$ cat src/rtl/key_debounce.sv
// Purpose : two-key input conditioner. Synchronises active-low raw pins, filters bounce, emits press pulses.
// Latency : a clean raw edge reaches key_out exactly 2 + CNT_MAX rising edges later; pulses coincide with key_out change.
// Backpr. : none; free-running level path, pulses are single-cycle and cannot be stalled.
//
// Ports:
//   sys_clk     in   1  system clock, rising edge
//   sys_rst     in   1  synchronous active-high reset
//   key_in      in   2  raw key pins, active-low, asynchronous to sys_clk
//   key_out     out  2  debounced levels, same polarity as key_in, idle 2'b11
//   key_press   out  2  one-cycle pulse when key_out[i] goes 1->0
//   key_release out  2  one-cycle pulse when key_out[i] goes 0->1 (only with KEY_RELEASE_PULSE_EN)
//
// Optional build macro: KEY_RELEASE_PULSE_EN adds the key_release port and its edge logic.
module key_debounce #(
    parameter logic [19:0] CNT_MAX = 20'd1_000_000
) (
    input  logic       sys_clk,
    input  logic       sys_rst,
    input  logic [1:0] key_in,
    output logic [1:0] key_out,
    output logic [1:0] key_press
`ifdef KEY_RELEASE_PULSE_EN
    ,
    output logic [1:0] key_release
`endif
);

    // Two-stage synchroniser; only s2 feeds the filter.
    logic [1:0]       s1;
    logic [1:0]       s2;

    // Per-key stability counters, fully independent.
    logic [1:0][19:0] cnt;
    logic [1:0][19:0] cnt_nxt;

    // accept[i]: this edge commits s2[i] into key_out[i].
    logic [1:0]       accept;

    always_comb begin
        accept  = 2'b00;
        cnt_nxt = '0;
        for (int i = 0; i < 2; i++) begin
            if (s2[i] == key_out[i]) begin
                // Any agreeing sample restarts the stability window.
                cnt_nxt[i] = '0;
            end else if (cnt[i] == CNT_MAX - 20'd1) begin
                // CNT_MAX consecutive differing samples seen: take the new level.
                accept[i]  = 1'b1;
                cnt_nxt[i] = '0;
            end else begin
                cnt_nxt[i] = cnt[i] + 20'd1;
            end
        end
    end

    always_ff @(posedge sys_clk) begin
        if (sys_rst) begin
            s1        <= 2'b11;
            s2        <= 2'b11;
            cnt       <= '0;
            key_out   <= 2'b11;
            key_press <= 2'b00;
        end else begin
            s1        <= key_in;
            s2        <= s1;
            cnt       <= cnt_nxt;
            // Accepted bits always differ from key_out, so toggling them installs s2.
            key_out   <= key_out ^ accept;
            // Accepting a 0 means the debounced level is falling: a press.
            key_press <= accept & ~s2;
        end
    end

`ifdef KEY_RELEASE_PULSE_EN
    always_ff @(posedge sys_clk) begin
        if (sys_rst) begin
            key_release <= 2'b00;
        end else begin
            // Accepting a 1 means the debounced level is rising: a release.
            key_release <= accept & s2;
        end
    end
`endif

endmodule

$ cat config.mk
export PLATFORM = sky130hd
export DESIGN_NAME = key_debounce
export DESIGN_NICKNAME = d
export VERILOG_FILES = /design/src/rtl/key_debounce.sv
export SDC_FILE = /design/constraint.sdc
export NUM_CORES = 1
export LEC_CHECK = 0
export ABC_AREA = 1
export CORE_MARGIN = 10
export CORE_UTILIZATION = 25
export DETAILED_ROUTE_END_ITERATION = 8
export GPL_ROUTABILITY_DRIVEN = 0
export GPL_TIMING_DRIVEN = 0
export HOLD_SLACK_MARGIN = 0.05
export SLEW_MARGIN = 15
export SYNTH_ARGS = -nofsm -noshare
export SYNTH_HDL_FRONTEND = slang
export SYNTH_SLANG_ARGS = --single-unit
$ cat constraint.sdc
create_clock -name sys_clk -period 1.47 [get_ports sys_clk]
set_input_delay 0.2205 -clock sys_clk [delete_from_list [all_inputs] [get_ports sys_clk]]
set_output_delay 0.2205 -clock sys_clk [all_outputs]
set_load 0.02 [all_outputs]
## Word-level counts from Yosys, hierarchy flattened

Index checks and enable logic that the tools add are counted.
Widths: inputs -> output; s select.

| operators by class | value |
|---|---|
| reduce and logical (&&, ||, !) cells | 2 |
| equality and inequality tests | 4 |
| bitwise gates (word level) | 3 |
| mux-type cells | 4 |
| add/subtract/negate cells | 2 |

Operators with widths:

| kind | count |
|---|---|
| $add 20x1->20 const B | 2 |
| $eq 20x20->1 const B | 2 |
| $reduce_or 3->1 | 2 |
| $mux 1 | 4 |
| $and 2x2->2 | 1 |
| $eq 1x1->1 | 2 |
| $not 2->2 | 1 |
| $xor 2x2->2 | 1 |

| storage, ports and cells | value |
|---|---|
| output and inout port bits | 4 |
| bits of input ports | 4 |
| bits in registers | 48 |

## Logic depth before layout (Yosys ltp)

| logic depth | value |
|---|---|
| depth after elaboration | 4 |
| gate-level depth with buffers | 8 |
| gate-level depth less buffers | 8 |

## Least setup slack after synthesis

Ideal clock, no wire load.

| timing | value |
|---|---|
| path kind | register to register |
| from | reg cnt[20] (netlist name) |
| to | reg cnt[31] (netlist name) |
| path buffers | 1 |
| setup time | 115 ps |
| data arrival time | 1240 ps |
| slack | 115 ps |
| clock period less this slack | 1355 ps |
| cell stages (with the launch flop) | 8 |
| cell sequence | dfxtp_1 -> ha_1 -> nand3_2 -> nor2_1 -> nand3_1 -> nand2_1 -> buf_4 -> nor2_1 |

| on the way | value |
|---|---|
| longest elaborated chain between the ends | 2 |
| elaborated cells on any way between the ends | 3 |

Ends and longest elaborated chain:

| element | RTL line | text |
|---|---|---|
| from (decl) | 33 | `logic [1:0][19:0] cnt;` |
| from (signal assigned) | 66 | `cnt <= cnt_nxt;` |
| branches (longest 2 deep; another with $add 20x1->20) | - |  |

Parallel ways; which one is timed is not known.
A chain may end at the register's enable or synchronous reset.

## Worst setup path after layout

| timing | value |
|---|---|
| from | reg cnt[20] (netlist name) |
| to | reg cnt[34] (netlist name) |

Same word-level chain as after synthesis.

==> flow_summary.toml <==
[power_and_ir_drop]
fin_total_pwr_uw = 2306
power_leakage_uw = 0.0008184
irDropWorstVdd_mv = 0.3258
p_per_area_nw_per_um2 = 836.1

[cts]
cts-root-buf = "clkbuf_8"
cts-htree-levels = 2
path_clk_slew_ns = 0.09
clk_latency_ns = 0.31
cts_made_buffers = 5
cts_max_path_buffers = 2
cts_num_sinks = 48
cts_tree = "yes"

[finish]
n_fill_cell = 974
areaGrowthSynthToFinish_pct = 17.99
nets = 358
design_area_um2 = 2758
drive_gt1_frac = 0.1360
diodes = 0

[job]
max-cap-violations = 0

[logic_synthesis]
synth_area_leader_cell = "dfxtp_1"
synthCells = 334
synth_area_leaders = "dfxtp_1 (41%), nor2_1 (13%), nand2_1 (11%)"
yosysUniqueCellTypes = 23
ys_ff_latch = 48
ys.flop_type = "dfxtp_1"
synth_most_common_cell = "nor2_1"
netlist_area_um2 = 2337
yosys-top-cells-count = "nor2_1 (78), nand2_1 (70), dfxtp_1 (48)"
synth-edff-count = 0
syn_nets = 340
yosys_warnings = 0
synth-seq-area-share = 0.4111
synthArstFlopShare = 0
synth_top_area_share = 0.4111
avgSynthCellArea_um2 = 6.998

[die]
initial_core_util = 0.2554
die-area_um2 = 13620
rows = 35
core-area_um2 = 9153
fp.dieH_um = 116.7
die_w_um = 116.7
io_pins = 8

[global_route]
grt_max_degree = 16
grt_pass1_wl_um = 8286
grt_pass1_vias = 1933
grt_overflow = 0
antenna_found_initial = 0
grtUsageTotal = 0.07380

[timing]
finalCriticalPeriod_ns = 1.398
fmax_mhz = 715.4
setup_viol = 0
final_hold_viol_count = 0
slew_viol_final = 0
setup_slack_ns = 0.07216
skew_ns = 0.008843
setup-tns-final_ns = 0
fin_crit_sh = 0.9509
worst_slew_pin_slew_ns = 0.2809
rsz0062_at_grt = "true"
max_slew_margin = 0.8107

[placement]
post-place-ws_ns = -0.2003
placed_area_um2 = 2546
hpwl_um = 3518
numPortBuffers = 7

[routing]
drt-total-wl_um = 4651
firstDrtPassIters = 4
drt_iter0_markers = 61
viasPerCell = 4.336
post-route-drc-count = 0
detail_route.wl_per_cell_um = 10.02
dr_total_vias = 2012
ant_nets = 0

[critical_path]
crit_end = "cnt[34]"
start_kind = "flip-flop"
r2r_start = "cnt[20]"
critPathKind = "flip-flop to flip-flop"
timing.rr.end = "cnt[34]"
rr_worst_depth = 7
rrSetupSlack_ns = 0.07
cp.required_ns = 1.67
cp_max_fo = 10
end_kind = "flip-flop"
crit_path_start = "cnt[20]"
critPathArrivalTime_ns = 1.60

[hold_path]
hold_path_class = "flip-flop to flip-flop"
hp-start = "s1[1]"

[status]
outcome = "completed"
[area by class of cell]
cell class | instances | area (um^2) | area share
Buffer | 3 | 26.28 | 0.009528
Clock buffer | 5 | 68.82 | 0.02495
Clock inverter | 3 | 42.54 | 0.01543
Inverter | 29 | 108.9 | 0.03947
Multi-Input combinational cell | 254 | 1301 | 0.4719
Sequential cell | 48 | 968.4 | 0.3512
Tap cell | 111 | 138.9 | 0.05036
Timing Repair Buffer | 11 | 102.6 | 0.03721
[registers in the layout (all words and copies together), names as in the netlist, named ones only]
name	cells
key_press	2
s1	2
cnt	40
s2	2
[per-layer routing]
metal  wire length (um)  global-route usage  up-vias
met5                  0                   0        -
met4                 61             0.02718        0
met3                123             0.01849        6
met2               2232              0.1219       16
met1               2234             0.09044      897
li1                   -                   -     1093
[critical path: stages (launching register included)]
cell,delay (ns)
dfxtp_4,0.39
ha_4,0.17
nand3_2,0.14
nor2_2,0.14
nand3_1,0.11
nand2_1,0.10
buf_4,0.18
nor2_1,0.06
[cells in the final DEF, fill, tap and decap left out, types with 2 or more instances in the layout]
cell type        count
nand3_2              2
a21oi_1             14
inv_2                3
nor3_1               4
nor2_1              74
xor2_1              13
nand3_4              2
xnor2_1              8
nand2_2              3
or2_2                5
dlymetal6s2s_1       2
dfxtp_2              3
o21ai_0              4
clkbuf_8             5
nand3_1             31
nand4_1              8
buf_4                6
nand2_1             70
nor2_2               6
dlygate4sd2_1        2
clkdlybuf4s50_1      3
dfxtp_1             44
inv_1               26
nor2_4               4
[stage by stage]
stage / utilization / hold slack, ns / std cells
after floorplan: - / 0.3243 / 334
after global placement: 0.2782 / 0.3945 / 452
after detailed placement: 0.2782 / 0.3959 / 452
after CTS: 0.2950 / 0.4169 / 463
after global routing: 0.3013 / 0.4391 / 464
final: 0.3013 / 0.4168 / 464
[worst min path at each step]
stage / endpoint / cells past startpoint
5_1_grt: s2[1] / 1
3_3_place_gp: s2[0] / 1
2_1_floorplan: s1[0] / 1
6_report: s2[1] / 1
4_1_cts: s2[1] / 1
3_5_place_dp: s2[1] / 1
[what timing repair did]
| action | CTS | global route |
|---|---|---|
| endpoints found under the setup margin | 32 | 42 |
| hold buffers | 0 | 0 |
| pin swaps | 1 | 1 |
| gates resized for setup | 8 | 15 |
| setup buffers | 3 | 1 |
[power by group]
group | total, uW | internal, uW | switching, uW
clock | 959 | 503 | 455
sequential | 1310 | 1300 | 4.79
combinational | 37.8 | 19.5 | 18.3
[kinds of logic (layout without fill, tap and decap cells)]
logic type	count (synthesis)	in the layout	share of synthesized area
AND/OR/NAND/NOR	211	211	0.3961
flip-flops	48	48	0.4111
buffers and inverters	32	51	0.05782
XOR/XNOR	21	21	0.07870
AO/OA/AOI/OAI	20	20	0.04551
adder cells (fa/ha/maj)	2	2	0.01070
Power figures use the tool's default switching activity.
==> RTL change 1: new RTL, same settings <==
Add an input register stage for `key_in`, without a reset; this delays it by one clock.
--- a/src/rtl/key_debounce.sv
+++ b/src/rtl/key_debounce.sv
@@ -24,6 +24,12 @@
     output logic [1:0] key_release
 `endif
 );
+
+    logic [1:0] key_q;
+
+    always_ff @(posedge sys_clk) begin
+        key_q <= key_in;
+    end
 
     // Two-stage synchroniser; only s2 feeds the filter.
     logic [1:0]       s1;
@@ -61,7 +67,7 @@
             key_out   <= 2'b11;
             key_press <= 2'b00;
         end else begin
-            s1        <= key_in;
+            s1        <= key_q;
             s2        <= s1;
             cnt       <= cnt_nxt;
             // Accepted bits always differ from key_out, so toggling them installs s2.
Function: same outputs for any inputs over 10 cycles, from zero or initial values and one cycle with sys_rst high; that may be too few to reach the edited logic, so the function may still have changed.
==> RTL change 1 against the original RTL <==
  * Synthesized area is 1.8% higher
  * Core utilization rose by 1.5 points
  * Sequential cell count grew 2
  * Fmax is 0.12% lower
  * Design area is 6.1% higher
  * Total power is 13% higher
  * Routed wire length grew 6.5%
  * Worst setup slack worse by 0.0017 ns
==> RTL change 1: results <==
metrics = {
    "place": {
        "dp_cells": 461,
        "port_buffers": 7,
        "place_ws_ns": -0.2558,
        "place_hpwl_um": 3611,
    },
    "sta": {
        "worst_slew_pin_slew_ns": 0.2926,
        "hold_slack_ns": 0.2665,
        "setup_ws_ns": 0.07047,
        "finalClockSkew_ns": 0.005415,
    },
    "routing": {
        "num_vias": 2085,
        "dr.pass1.iters": 4,
        "drt_iter0_markers": 120,
        "wl_per_cell_um": 10.36,
    },
    "min_path": {
        "worstHoldPathType": "in -> reg",
    },
    "global_routing": {
        "grt.total_usage": 0.07168,
        "grt_pass1_wl_um": 8431,
        "grt_pass1_vias": 1848,
    },
    "setup_path": {
        "cp_slowest_stage_delay_ns": 0.39,
        "cp_slowest_cell": "dfxtp_4",
        "cp_max_fo": 6,
    },
    "synthesis": {
        "ys_warn_count": 0,
        "yosysSeqAreaShare": 0.4206,
        "synth_cells": 325,
        "ys_top_cells_by_count": "70 x nand2_1, 59 x nor2_1, 50 x dfxtp_1, 28 x nand3_1, 26 x inv_1",
        "yosys-top-cells-area": "dfxtp_1 42%, nand2_1 11%, nor2_1 9.3%, nand3_1 5.9%, inv_1 4.1%",
        "ys_types": 25,
    },
    "layout": {
        "antenna_cells": 0,
        "final_cells": 478,
        "largest_register_ffs": 40,
        "final_nets": 354,
        "drive_gt1_frac": 0.1834,
    },
    "clock_tree": {
        "htreeDepth": 2,
        "clock_latency_ns": 0.30,
    },
    "status": {
        "status": "finished clean",
    },
    "pwr": {
        "p_leak_nw": 0.9044,
        "peakVddDrop_mv": 0.3095,
    },
}
==> RTL change 1: layout make-up <==
class                      count  area, um^2
fill                         954        6315
multi-input combinational    246        1308
sequential                    50        1008
timing repair buffer          16       172.7
tap                          129       161.4
inverter                      27       101.3
clock buffer                   6       82.58
clock inverter                 2       60.06
buffer                         2       31.28
==> RTL change 1: kinds of logic (layout without fill, tap and decap cells) <==
logic type,Yosys count,after routing,synth area share
simple gates,204,204,0.4012
flops,50,50,0.4206
buf+inv,29,53,0.05573
compound gates,25,25,0.05679
xor+xnor,15,15,0.05521
fa+ha+maj,2,2,0.01051
==> RTL change 1: what timing repair did <==
| action | in CTS | in global routing |
|---|---|---|
| cloned | 0 | 1 |
| pin swaps | 2 | 6 |
| endpoints found under the hold margin | 0 | 0 |
| resized for setup | 9 | 14 |
| setup buffers | 3 | 5 |
| setup endpoints to repair | 31 | 37 |
==> RTL change 1: per-stage QoR <==
stage / power (mW) / TNS [ns] / cell area [um^2]
after floorplan: 1.424 / 0 / 2380
after global placement: 1.441 / -4.191 / 2611
after detailed placement: 1.442 / -5.694 / 2611
after CTS: 2.637 / 0 / 2813
after global routing: 2.719 / -0.06353 / 2925
final: 2.607 / 0 / 2925
==> RTL change 1: power by group <==
part | switching [mW] | internal, mW
combinational | 0.0249 | 0.0277
clock | 0.463 | 0.726
sequential | 0.00566 | 1.36
==> RTL change 1: worst paths after layout <==
check             cells after the start      from       to
setup / recovery                      9   cnt[20]  cnt[22]
hold / removal                        2   sys_rst    s2[1]
setup reg to reg                      9   cnt[20]  cnt[22]
hold reg to reg                       1  key_q[0]    s1[0]
==> RTL change 1: layer usage <==
layer	vias to the layer above	routed length, um	GRT usage
met5	-	0	0
met4	0	98	0.03400
met3	7	206	0.02206
met2	36	2151	0.1056
met1	964	2497	0.09267
li1	1078	-	-
==> RTL change 2: new RTL, same flow settings <==
Made on the original files. Build with the macro `KEY_RELEASE_PULSE_EN` defined.
--- a/src/rtl/key_debounce.sv
+++ b/src/rtl/key_debounce.sv
@@ -11,6 +11,8 @@
 //   key_release out  2  one-cycle pulse when key_out[i] goes 0->1 (only with KEY_RELEASE_PULSE_EN)
 //
 // Optional build macro: KEY_RELEASE_PULSE_EN adds the key_release port and its edge logic.
+`define KEY_RELEASE_PULSE_EN
+
 module key_debounce #(
     parameter logic [19:0] CNT_MAX = 20'd1_000_000
 ) (
Function (old outputs only; new: key_release): kept (equiv_simple and equiv_induct, registers matched by name and starting in step).
==> RTL change 2 against the original RTL <==
  * Cell count up 5.8%
  * Clock skew is 0.0020 ns lower
  * Sequential cell count increased by 2
  * Design area is 4.4% higher
  * Routed wire length rose by 9.1%
  * Total power decreased by 2.8%
  * Combinational power rose by 32%
  * Worst setup slack gained 0.035 ns
  * Synthesized area is 1.2% higher
  * Core utilization rose by 1.0 points
  * Worst hold slack worse by 0.0069 ns
  * Highest routed layer unchanged
==> RTL change 2: results <==
metrics = {
    "synthesis": {
        "syn_area_per_cell_um2": 7.063,
        "ys_types": 25,
        "yosys.area_share.adder": 0.01058,
        "yosys-top-cells-area": "dfxtp_1 42%, nand2_1 12%, nor2_1 11%, nand3_1 5.5%, inv_1 4.8%",
        "ys_top_cells_by_count": "73 x nand2_1, 70 x nor2_1, 50 x dfxtp_1, 30 x inv_1, 26 x nand3_1",
        "synthXorXnorAreaFrac": 0.05923,
        "yosysSeqAreaShare": 0.4231,
    },
    "global_routing": {
        "use_met3": 0.01886,
        "grt_pass1_vias": 2047,
        "grt_start_max_net_pins": 15,
        "met2_usage": 0.1379,
        "grt.met1_usage": 0.09246,
        "grt_pass1_wl_um": 8838,
    },
    "place": {
        "dp_cells": 473,
        "place_ws_ns": -0.2633,
        "place_hpwl_um": 3616,
    },
    "pwr": {
        "p_leak_nw": 0.9101,
        "peakVddDrop_mv": 0.4292,
    },
    "setup_path": {
        "r2r_cells": 9,
        "cp_slowest_stage_delay_ns": 0.37,
        "critPathArrivalTime_ns": 1.55,
        "cp_max_fo": 5,
        "rr_endpoint": "cnt[36]",
    },
    "status": {
        "status": "finished clean",
    },
    "clock_tree": {
        "cts.repair.resized": 15,
        "cts_setup_buffers": 5,
    },
    "sta": {
        "worst_slew_pin_slew_ns": 0.4004,
        "hold_slack_ns": 0.4099,
        "fmax_ghz": 0.7338,
    },
    "routing": {
        "num_vias": 2106,
        "drt_iter0_markers": 90,
        "wl_per_cell_um": 10.33,
    },
    "layout": {
        "final_nets": 367,
    },
    "min_path": {
        "hold_end": "s2[0]",
        "min_from": "s1[0]",
    },
}
RTL change 2: cell count changes in the layout (fill, tap and decap cells not counted), sizes merged, moves of 3 or more:
cell    change
nor2        -8
nand3       -7
buf         +6
xor2        -5
a21oi       +3
inv         +3
nand2       +3
nand3b      +3
RTL change 2: final cells by class:
type	instances	area, um^2
clock inverters	1	5.005
flip-flops and latches	50	1010
inverters	32	122.6
repair buffers	19	180.2
clock buffers	7	86.33
fillers	1000	6360
well taps	129	161.4
plain buffers	3	33.78
multi-input cells	250	1281
RTL change 2: power breakdown:
group          total [mW]  switching, mW  internal, mW  leakage, nW
sequential           1.36        0.00519          1.36        0.406
clock               0.830          0.449         0.381       0.0482
combinational      0.0499         0.0233        0.0265        0.456
total                2.24          0.477          1.76        0.910
RTL change 2: per-layer routing:
layer	vias to the layer above	wire (um)
li1	1119	-
met1	955	2346
met2	28	2570
met3	4	129
met4	0	25
met5	-	0
